**src/rtl/jtframe_spi_dwnld.sv**
```systemverilog
// ---------------------------------------------------------------------------
// jtframe_spi_dwnld
// Receives file downloads from an IO controller over a slave SPI link and
// turns the data stream into byte writes on an ioctl-style bus.
//
// Each SS2-low frame carries one command byte followed by payload bytes:
//   CMD_IDX : first payload byte becomes ioctl_index
//   CMD_TX  : first payload byte nonzero starts a download (address 0),
//             zero ends it
//   CMD_DAT : every payload byte is written out while a download is active
//
// Ports
//   clk          system clock, all logic on the rising edge
//   rst          asynchronous active-high reset
//   SPI_SCK      SPI clock, asynchronous to clk
//   SPI_SS2      active-low frame select
//   SPI_DI       serial data, MSB first, sampled on SCK rising edge
//   ioctl_index  latched file index
//   downloading  high while a download is in progress
//   ioctl_addr   byte address of ioctl_dout
//   ioctl_dout   downloaded byte
//   ioctl_wr     one-clk write strobe
//   overflow     sticky: address space exhausted during this download
// ---------------------------------------------------------------------------
module jtframe_spi_dwnld #(
    parameter int          AW      = 25,
    parameter logic [7:0]  CMD_IDX = 8'h55,
    parameter logic [7:0]  CMD_TX  = 8'h53,
    parameter logic [7:0]  CMD_DAT = 8'h54
) (
    input  logic          clk,
    input  logic          rst,
    input  logic          SPI_SCK,
    input  logic          SPI_SS2,
    input  logic          SPI_DI,
    output logic [7:0]    ioctl_index,
    output logic          downloading,
    output logic [AW-1:0] ioctl_addr,
    output logic [7:0]    ioctl_dout,
    output logic          ioctl_wr,
    output logic          overflow
);

    typedef enum logic [1:0] {
        ST_IDLE    = 2'd0,
        ST_CMD     = 2'd1,
        ST_PAYLOAD = 2'd2
    } state_t;

    localparam logic [AW-1:0] ADDR_MAX = {AW{1'b1}};

    // Synchronizer chains; SS2 rests high so the frame logic starts idle.
    logic sck_meta_q, sck_sync_q, sck_prev_q;
    logic ss_meta_q, ss_sync_q;
    logic di_meta_q, di_sync_q;
    logic sck_rise_s;

    state_t        state_q, state_d;
    logic [2:0]    bit_cnt_q, bit_cnt_d;
    logic [7:0]    shreg_q, shreg_d;
    logic [7:0]    byte_q, byte_d;
    logic          byte_done_q, byte_done_d;
    logic [7:0]    cmd_q, cmd_d;
    logic          first_q, first_d;
    logic          wr_pend_q, wr_pend_d;
    logic [7:0]    pend_data_q, pend_data_d;
    logic [7:0]    index_q, index_d;
    logic          dl_q, dl_d;
    logic [AW-1:0] addr_q, addr_d;
    logic [7:0]    dout_q, dout_d;
    logic          wr_q, wr_d;
    logic          ovf_q, ovf_d;

    // Two-flop synchronizers plus the SCK history flop for edge detection.
    always_ff @(posedge clk or posedge rst) begin
        if (rst) begin
            sck_meta_q <= 1'b0;
            sck_sync_q <= 1'b0;
            sck_prev_q <= 1'b0;
            ss_meta_q  <= 1'b1;
            ss_sync_q  <= 1'b1;
            di_meta_q  <= 1'b0;
            di_sync_q  <= 1'b0;
        end else begin
            sck_meta_q <= SPI_SCK;
            sck_sync_q <= sck_meta_q;
            sck_prev_q <= sck_sync_q;
            ss_meta_q  <= SPI_SS2;
            ss_sync_q  <= ss_meta_q;
            di_meta_q  <= SPI_DI;
            di_sync_q  <= di_meta_q;
        end
    end

    assign sck_rise_s = sck_sync_q & ~sck_prev_q;

    // State and datapath registers.
    always_ff @(posedge clk or posedge rst) begin
        if (rst) begin
            state_q     <= ST_IDLE;
            bit_cnt_q   <= 3'd0;
            shreg_q     <= 8'h00;
            byte_q      <= 8'h00;
            byte_done_q <= 1'b0;
            cmd_q       <= 8'h00;
            first_q     <= 1'b0;
            wr_pend_q   <= 1'b0;
            pend_data_q <= 8'h00;
            index_q     <= 8'h00;
            dl_q        <= 1'b0;
            addr_q      <= {AW{1'b0}};
            dout_q      <= 8'h00;
            wr_q        <= 1'b0;
            ovf_q       <= 1'b0;
        end else begin
            state_q     <= state_d;
            bit_cnt_q   <= bit_cnt_d;
            shreg_q     <= shreg_d;
            byte_q      <= byte_d;
            byte_done_q <= byte_done_d;
            cmd_q       <= cmd_d;
            first_q     <= first_d;
            wr_pend_q   <= wr_pend_d;
            pend_data_q <= pend_data_d;
            index_q     <= index_d;
            dl_q        <= dl_d;
            addr_q      <= addr_d;
            dout_q      <= dout_d;
            wr_q        <= wr_d;
            ovf_q       <= ovf_d;
        end
    end

    // Byte assembly, frame FSM and command decode.
    // Pipeline from the synchronized SCK edge: byte_done -> wr_pend -> wr,
    // which gives a fixed four-clk latency from the first sample of SCK high.
    always_comb begin
        state_d     = state_q;
        bit_cnt_d   = bit_cnt_q;
        shreg_d     = shreg_q;
        byte_d      = byte_q;
        byte_done_d = 1'b0;
        cmd_d       = cmd_q;
        first_d     = first_q;
        wr_pend_d   = 1'b0;
        pend_data_d = pend_data_q;
        index_d     = index_q;
        dl_d        = dl_q;
        addr_d      = addr_q;
        dout_d      = dout_q;
        wr_d        = wr_pend_q;
        ovf_d       = ovf_q;

        // Deasserted frame select discards any partial byte.
        if (ss_sync_q) begin
            bit_cnt_d = 3'd0;
        end else if (sck_rise_s) begin
            shreg_d   = {shreg_q[6:0], di_sync_q};
            bit_cnt_d = bit_cnt_q + 3'd1;
            if (bit_cnt_q == 3'd7) begin
                byte_d      = {shreg_q[6:0], di_sync_q};
                byte_done_d = 1'b1;
            end else begin
                byte_done_d = 1'b0;
            end
        end else begin
            bit_cnt_d = bit_cnt_q;
        end

        // Address advances on the clk after the strobe; the last address
        // is kept and the download is flagged as overflowed instead.
        if (wr_q) begin
            if (addr_q == ADDR_MAX) begin
                ovf_d = 1'b1;
            end else begin
                addr_d = addr_q + {{(AW-1){1'b0}}, 1'b1};
            end
        end else begin
            addr_d = addr_q;
        end

        if (wr_pend_q) begin
            dout_d = pend_data_q;
        end else begin
            dout_d = dout_q;
        end

        case (state_q)
            ST_IDLE: begin
                if (!ss_sync_q) begin
                    state_d = ST_CMD;
                end else begin
                    state_d = ST_IDLE;
                end
            end
            ST_CMD: begin
                if (ss_sync_q) begin
                    state_d = ST_IDLE;
                end else if (byte_done_q) begin
                    cmd_d   = byte_q;
                    first_d = 1'b1;
                    state_d = ST_PAYLOAD;
                end else begin
                    state_d = ST_CMD;
                end
            end
            ST_PAYLOAD: begin
                // A byte completed just before SS2 rose is still honoured.
                if (byte_done_q) begin
                    first_d = 1'b0;
                    if (cmd_q == CMD_IDX) begin
                        if (first_q) begin
                            index_d = byte_q;
                        end else begin
                            index_d = index_q;
                        end
                    end else if (cmd_q == CMD_TX) begin
                        if (first_q) begin
                            if (byte_q != 8'h00) begin
                                dl_d   = 1'b1;
                                addr_d = {AW{1'b0}};
                                ovf_d  = 1'b0;
                            end else begin
                                dl_d   = 1'b0;
                            end
                        end else begin
                            dl_d = dl_q;
                        end
                    end else if (cmd_q == CMD_DAT) begin
                        if (dl_q && !ovf_q) begin
                            wr_pend_d   = 1'b1;
                            pend_data_d = byte_q;
                        end else begin
                            wr_pend_d   = 1'b0;
                        end
                    end else begin
                        wr_pend_d = 1'b0;
                    end
                end else begin
                    first_d = first_q;
                end
                if (ss_sync_q) begin
                    state_d = ST_IDLE;
                end else begin
                    state_d = ST_PAYLOAD;
                end
            end
            default: begin
                state_d = ST_IDLE;
            end
        endcase
    end

    assign ioctl_index = index_q;
    assign downloading = dl_q;
    assign ioctl_addr  = addr_q;
    assign ioctl_dout  = dout_q;
    assign ioctl_wr    = wr_q;
    assign overflow    = ovf_q;

endmodule

```
**config.mk**
```make
export PLATFORM = sky130hd
export DESIGN_NAME = jtframe_spi_dwnld
export DESIGN_NICKNAME = d
export VERILOG_FILES = /design/src/rtl/jtframe_spi_dwnld.sv
export SDC_FILE = /design/constraint.sdc
export NUM_CORES = 1
export LEC_CHECK = 0
export ABC_AREA = 1
export BUFFER_PORTS_ARGS = -buffer_cell sky130_fd_sc_hd__buf_2
export CAP_MARGIN = 0
export CORE_MARGIN = 4
export CORE_UTILIZATION = 54
export CTS_BUF_LIST = sky130_fd_sc_hd__clkbuf_8
export CTS_CLUSTER_SIZE = 28
export DETAILED_ROUTE_END_ITERATION = 10
export PLACE_DENSITY = 0.9
export SYNTH_ARGS = -nofsm -noshare
export SYNTH_HDL_FRONTEND = slang
export SYNTH_SLANG_ARGS = --single-unit
export TNS_END_PERCENT = 1
```
**constraint.sdc**
```tcl
create_clock -name clk -period 3.3 [get_ports clk]
set_input_delay 0.99 -clock clk [delete_from_list [all_inputs] [get_ports clk]]
set_output_delay 0.99 -clock clk [all_outputs]
set_load 0.05 [all_outputs]
```
Word level (Yosys, flattened, before mapping)
Cells that the tools add are included.

storage, ports and cells
  register bits after elaboration = 90
  input port bits = 5
  logic and storage cells = 89

cells by class
  add/sub/neg operators = 2
  equality and inequality tests = 10
  multiplexer cells = 37
  bitwise gates (word level) = 5
  reduce and logical (&&, ||, !) cells = 13

operator list
  operator                                                                count
  25-bit 2-to-1 mux                                                       8
  25-bit by 1-bit adder with 25-bit output (second input constant)        1
  25-bit equality test (second input constant)                            1
  8-bit by 7-bit equality test with 1-bit output (second input constant)  3
  1-bit 2-to-1 mux                                                        22
  4-bit AND reduction                                                     2
  8-bit nonzero test                                                      1
  2-bit 2-to-1 mux                                                        3
  3-bit 2-to-1 mux                                                        2
  2-bit inequality test (second input constant)                           3
  2-bit case mux with 3 select lines                                      1
  3-bit AND reduction                                                     2
  6-bit AND reduction                                                     1
  5-bit AND reduction                                                     1
  1-bit NOT                                                               4
  2-bit nonzero test                                                      2
  3-bit by 1-bit adder with 3-bit output (second input constant)          1
  3-bit equality test (second input constant)                             1
  2-bit by 1-bit equality test with 1-bit output (second input constant)  1
  2-bit equality test (second input constant)                             1
  2-bit logical NOT                                                       1
  1-bit case mux with 2 select lines                                      1
  2-bit AND reduction                                                     1
  1-bit AND                                                               1
  other kinds (2)                                                         2

Depth between registers and ports, before layout
  depth after elaboration = 9
  mapped depth = 13
  depth with buffers taken out = 12

Worst setup path before layout
No wires, ideal clock.

  kind = reg-to-reg
  from = register addr_q[0] (netlist: ioctl_addr[0])
  to = register addr_q[0] (netlist: ioctl_addr[0])
  setup time = 149 ps
  arrival = 1828 ps
  data required time = 3151 ps
  path slack = 1322 ps
  stages on the path, launching flop included = 12
  path buffers = 1
  period minus slack after synthesis = 1978 ps
  cell sequence = dfrtp_1 ha_1 nand2_2 nor2_4 nand2_4 nor2_4 nand2_2 buf_6 nand2_8 inv_4 o21ai_1 a21oi_1

between the ends
  cells in the longest elaborated chain, start to end = 9
  elaborated cells between the ends (all ways) = 10
  classes of those cells = 1 x add/sub; 1 x eq/ne; 8 x mux

RTL lines
  element                                                                                  RTL line  text
  from (decl)                                                                              69        logic [AW-1:0] addr_q, addr_d;
  from (signal assigned)                                                                   111       addr_q <= {AW{1'b0}};
  from (signal assigned)                                                                   127       addr_q <= addr_d;
  25-bit by 1-bit adder with 25-bit output / 25-bit equality test (equally long branches)  176, 173
  25-bit 2-to-1 mux                                                                        173       if (addr_q == ADDR_MAX) begin
  25-bit 2-to-1 mux *                                                                      172       if (wr_q) begin
  25-bit 2-to-1 mux                                                                        219       if (byte_q != 8'h00) begin
  25-bit 2-to-1 mux                                                                        218       if (first_q) begin
  25-bit 2-to-1 mux                                                                        217       end else if (cmd_q == CMD_TX) begin
  25-bit 2-to-1 mux                                                                        211       if (cmd_q == CMD_IDX) begin
  25-bit 2-to-1 mux                                                                        209       if (byte_done_q) begin
  25-bit 2-to-1 mux *                                                                      188       case (state_q)
  via addr_d[0]                                                                            69

Mark *: on every way through the listed nets, which the timed path passes. The rest lies on a longest branch.
A chain may end at the register's enable or synchronous reset.

Worst setup path in the final report
  from = register addr_q[11] (netlist: ioctl_addr[11])
  to = output ioctl_addr[11]

RTL lines
  element    RTL line  text
  to (decl)  38        output logic [AW-1:0] ioctl_addr,

No word-level cell between the ends.

==> impl_metrics.py <==
metrics = {
    "clocking": {
        "cts_buffers": 9,
        "cts_resized": 0,
        "clock_path_buffers": 2,
        "cts_sinks": 90,
        "cts_hold_repair.buffers": 0,
        "path_clk_slew_ns": 0.10,
        "h-tree-depth": 3,
        "worstSkewPairLatency_ns": 0.36,
        "post_cts_buffers": 0,
        "tritoncts": "done",
        "ctsRootBufferMaster": "clkbuf_8",
    },
    "route": {
        "num_vias": 3192,
        "drt_first_pass_iters": 5,
        "routed_via_density": 5.329,
        "drcViolationCount": 0,
        "first_iter_violations": 231,
        "antenna_left": 0,
        "drt_wl_total_um": 8263,
        "wire_per_inst_um": 13.79,
    },
    "cells_and_area": {
        "layout.nets": 506,
        "multi_input_area_um2": 1463,
        "area_delta_synth_final_pct": 14.26,
        "fillCellCount": 528,
        "mostFrequentLayoutCells": "nand2_1, dfrtp_1, inv_1, nor2_1, buf_2",
        "layout_commonest_cell": "nand2_1",
        "antenna_cells": 0,
        "seqCellArea_um2": 2255,
        "fin_cells": 599,
        "drive_gt1_frac": 0.1889,
    },
    "yosys": {
        "ys_ff_latch": 90,
        "yosysWarningCount": 0,
        "synth-edff-count": 0,
        "synth_ff_type": "dfrtp_1",
        "syn_nets": 454,
        "ys_async_sr_fraction": 1.000,
        "netlist_area_um2": 3965,
        "ys_seq_area_frac": 0.5686,
        "synth_cell_types": 36,
        "synth.avg_cell_area_um2": 8.890,
        "syn_inst": 446,
    },
    "die": {
        "dieArea_um2": 8778,
        "die_w_um": 93.69,
        "core_area_um2": 6944,
        "ios": 49,
        "rows": 30,
        "initial_utilization": 0.5710,
        "die_h_um": 93.69,
    },
    "setup_path": {
        "startpoint": "ioctl_addr[11]",
        "worst_path_largest_cell_delay_ns": 0.46,
        "cp_top_family": "flip-flops",
        "path_buf_inv": 1,
        "cp_num_cells": 1,
        "critPathCaptureType": "primary output",
        "rr_worst_depth": 9,
        "crit_chain": "buf_2",
        "crit_required_ns": 2.31,
        "r2r_slack_ns": 1.30,
        "cpMaxStageDelayCell": "dfrtp_1",
        "arrival_ns": 1.13,
        "crit_path_end": "ioctl_addr[11]",
        "r2r_end": "ioctl_addr[19]",
        "r2r_start": "ioctl_addr[0]",
        "cp_max_fo": 6,
        "critical_path_class": "register to primary output",
        "worstSetupStartpointType": "register",
    },
    "timing": {
        "rsz0062_at_grt": "no",
        "tns_ns": 0,
        "relSlewSlack": 0.5320,
        "finalSetupViolCount": 0,
        "fin_crit_ns": 2.124,
        "tightest_slew_ns": 0.6967,
        "final_hold_viol_count": 0,
        "fin_crit_sh": 0.6436,
        "fin_hold_ws_ns": 0.3539,
        "finalClockSkew_ns": 0.01217,
        "max_freq_mhz": 470.8,
        "timing_max_transition_violations_final": 0,
    },
    "run": {
        "drv_cap": 0,
    },
    "placed_design": {
        "hpwl_um": 5808,
        "place_congestion": 0.9180,
        "io_buffers": 48,
        "dp_cells": 583,
    },
    "pwr": {
        "power.leakage_nw": 2.211,
        "cellPowerDensity_nw_per_um2": 438.9,
        "peakVddDrop_mv": 0.2205,
        "power.total_w": 0.001989,
    },
    "worst_hold_path": {
        "min_path_type": "register to register",
    },
    "run_status": {
        "status": "completed",
    },
    "global_routing": {
        "grt_pass1_vias": 3002,
        "grt_pass1_wl_um": 13830,
        "antenna_found_initial": 0,
        "grt_max_degree": 64,
        "grt_usage": 0.1979,
        "grt_overflow": 0,
    },
}
[area by class of cell]
cell class	count	area share
Sequential cell	90	0.4977
Multi-Input combinational cell	294	0.3228
Clock buffer	9	0.02734
Timing Repair Buffer	51	0.06076
Inverter	52	0.04446
Clock inverter	7	0.02044
Tap cell	96	0.02651
[sequential cells by signal, summed over array words and instances (netlist names), 2 cells and up]
signal       cells
ioctl_dout       8
state_q          2
cmd_q            8
byte_q           8
shreg_q          7
bit_cnt_q        3
ioctl_index      8
pend_data_q      8
ioctl_addr      25
[through the flow]
step           worst slack [ns]  cell area [µm²]    util
6_report                  1.176             4531  0.6524
5_1_grt                   1.131             4531  0.6524
4_1_cts                   1.178             4531  0.6524
3_5_place_dp              1.408             4314  0.6213
3_3_place_gp              1.475             4314  0.6213
2_1_floorplan             1.262             3969       -
[report_power, final]
part / switching, W / internal, W / total, W
sequential: 0.0000119 / 0.00113 / 0.00114
combinational: 0.0000402 / 0.0000145 / 0.0000546
clock: 0.000424 / 0.000371 / 0.000794
[cell usage after synthesis, types with 3 or more instances]
master,number,area (µm²)
nand2_2,3,18.77
clkbuf_1,5,18.77
xor2_1,5,43.79
nor2_1,48,180.2
o21ai_0,44,220.2
inv_1,49,183.9
mux2_2,8,90.09
nor3_1,6,30.03
nand4_1,8,50.05
nand3_1,22,110.1
nand2_1,106,397.9
dfrtp_1,88,2202
buf_2,3,15.01
o21ai_1,8,40.04
ha_1,3,37.54
nor2_2,4,25.02
a21oi_1,12,60.06
[worst min-delay path by stage]
stage | from | endpoint | slack (ns) | cells past startpoint
after detailed placement | sck_meta_q | sck_sync_q | 0.33 | 0
after CTS | sck_meta_q | sck_sync_q | 0.36 | 0
after global placement | sck_meta_q | sck_sync_q | 0.33 | 0
after floorplan | di_meta_q | di_sync_q | 0.33 | 0
after global routing | di_meta_q | di_sync_q | 0.36 | 0
final | sck_meta_q | sck_sync_q | 0.35 | 0
[cells by family after synthesis]
group                      after synthesis  share of synthesized area
AOI/OAI and AO/OA                       70                    0.09278
muxes                                    8                    0.02272
xor gates and xnor gates                 6                    0.01325
adders and majority gates                3                   0.009468
DFF                                     90                     0.5686
buffers and inverters                   62                    0.06248
and+or+nand+nor                        207                     0.2307
[worst register-to-register path, stage by stage, from the launching register on]
cell and delay (ns):
dfrtp_1 0.41, ha_1 0.21, nand2_2 0.08, nor2_4 0.16, nand2_4 0.08, nor2_4 0.15, nand2_2 0.28, nand3_1 0.22
xor2_1 0.20, nor2_1 0.07
[layer usage]
layer,part of all wire,global-route usage
met1,0.44,0.2693
met2,0.47,0.3152
met3,0.070,0.04006
met4,0.014,0.07220
met5,0,0
No activity file was read; power rests on OpenSTA's default activity.
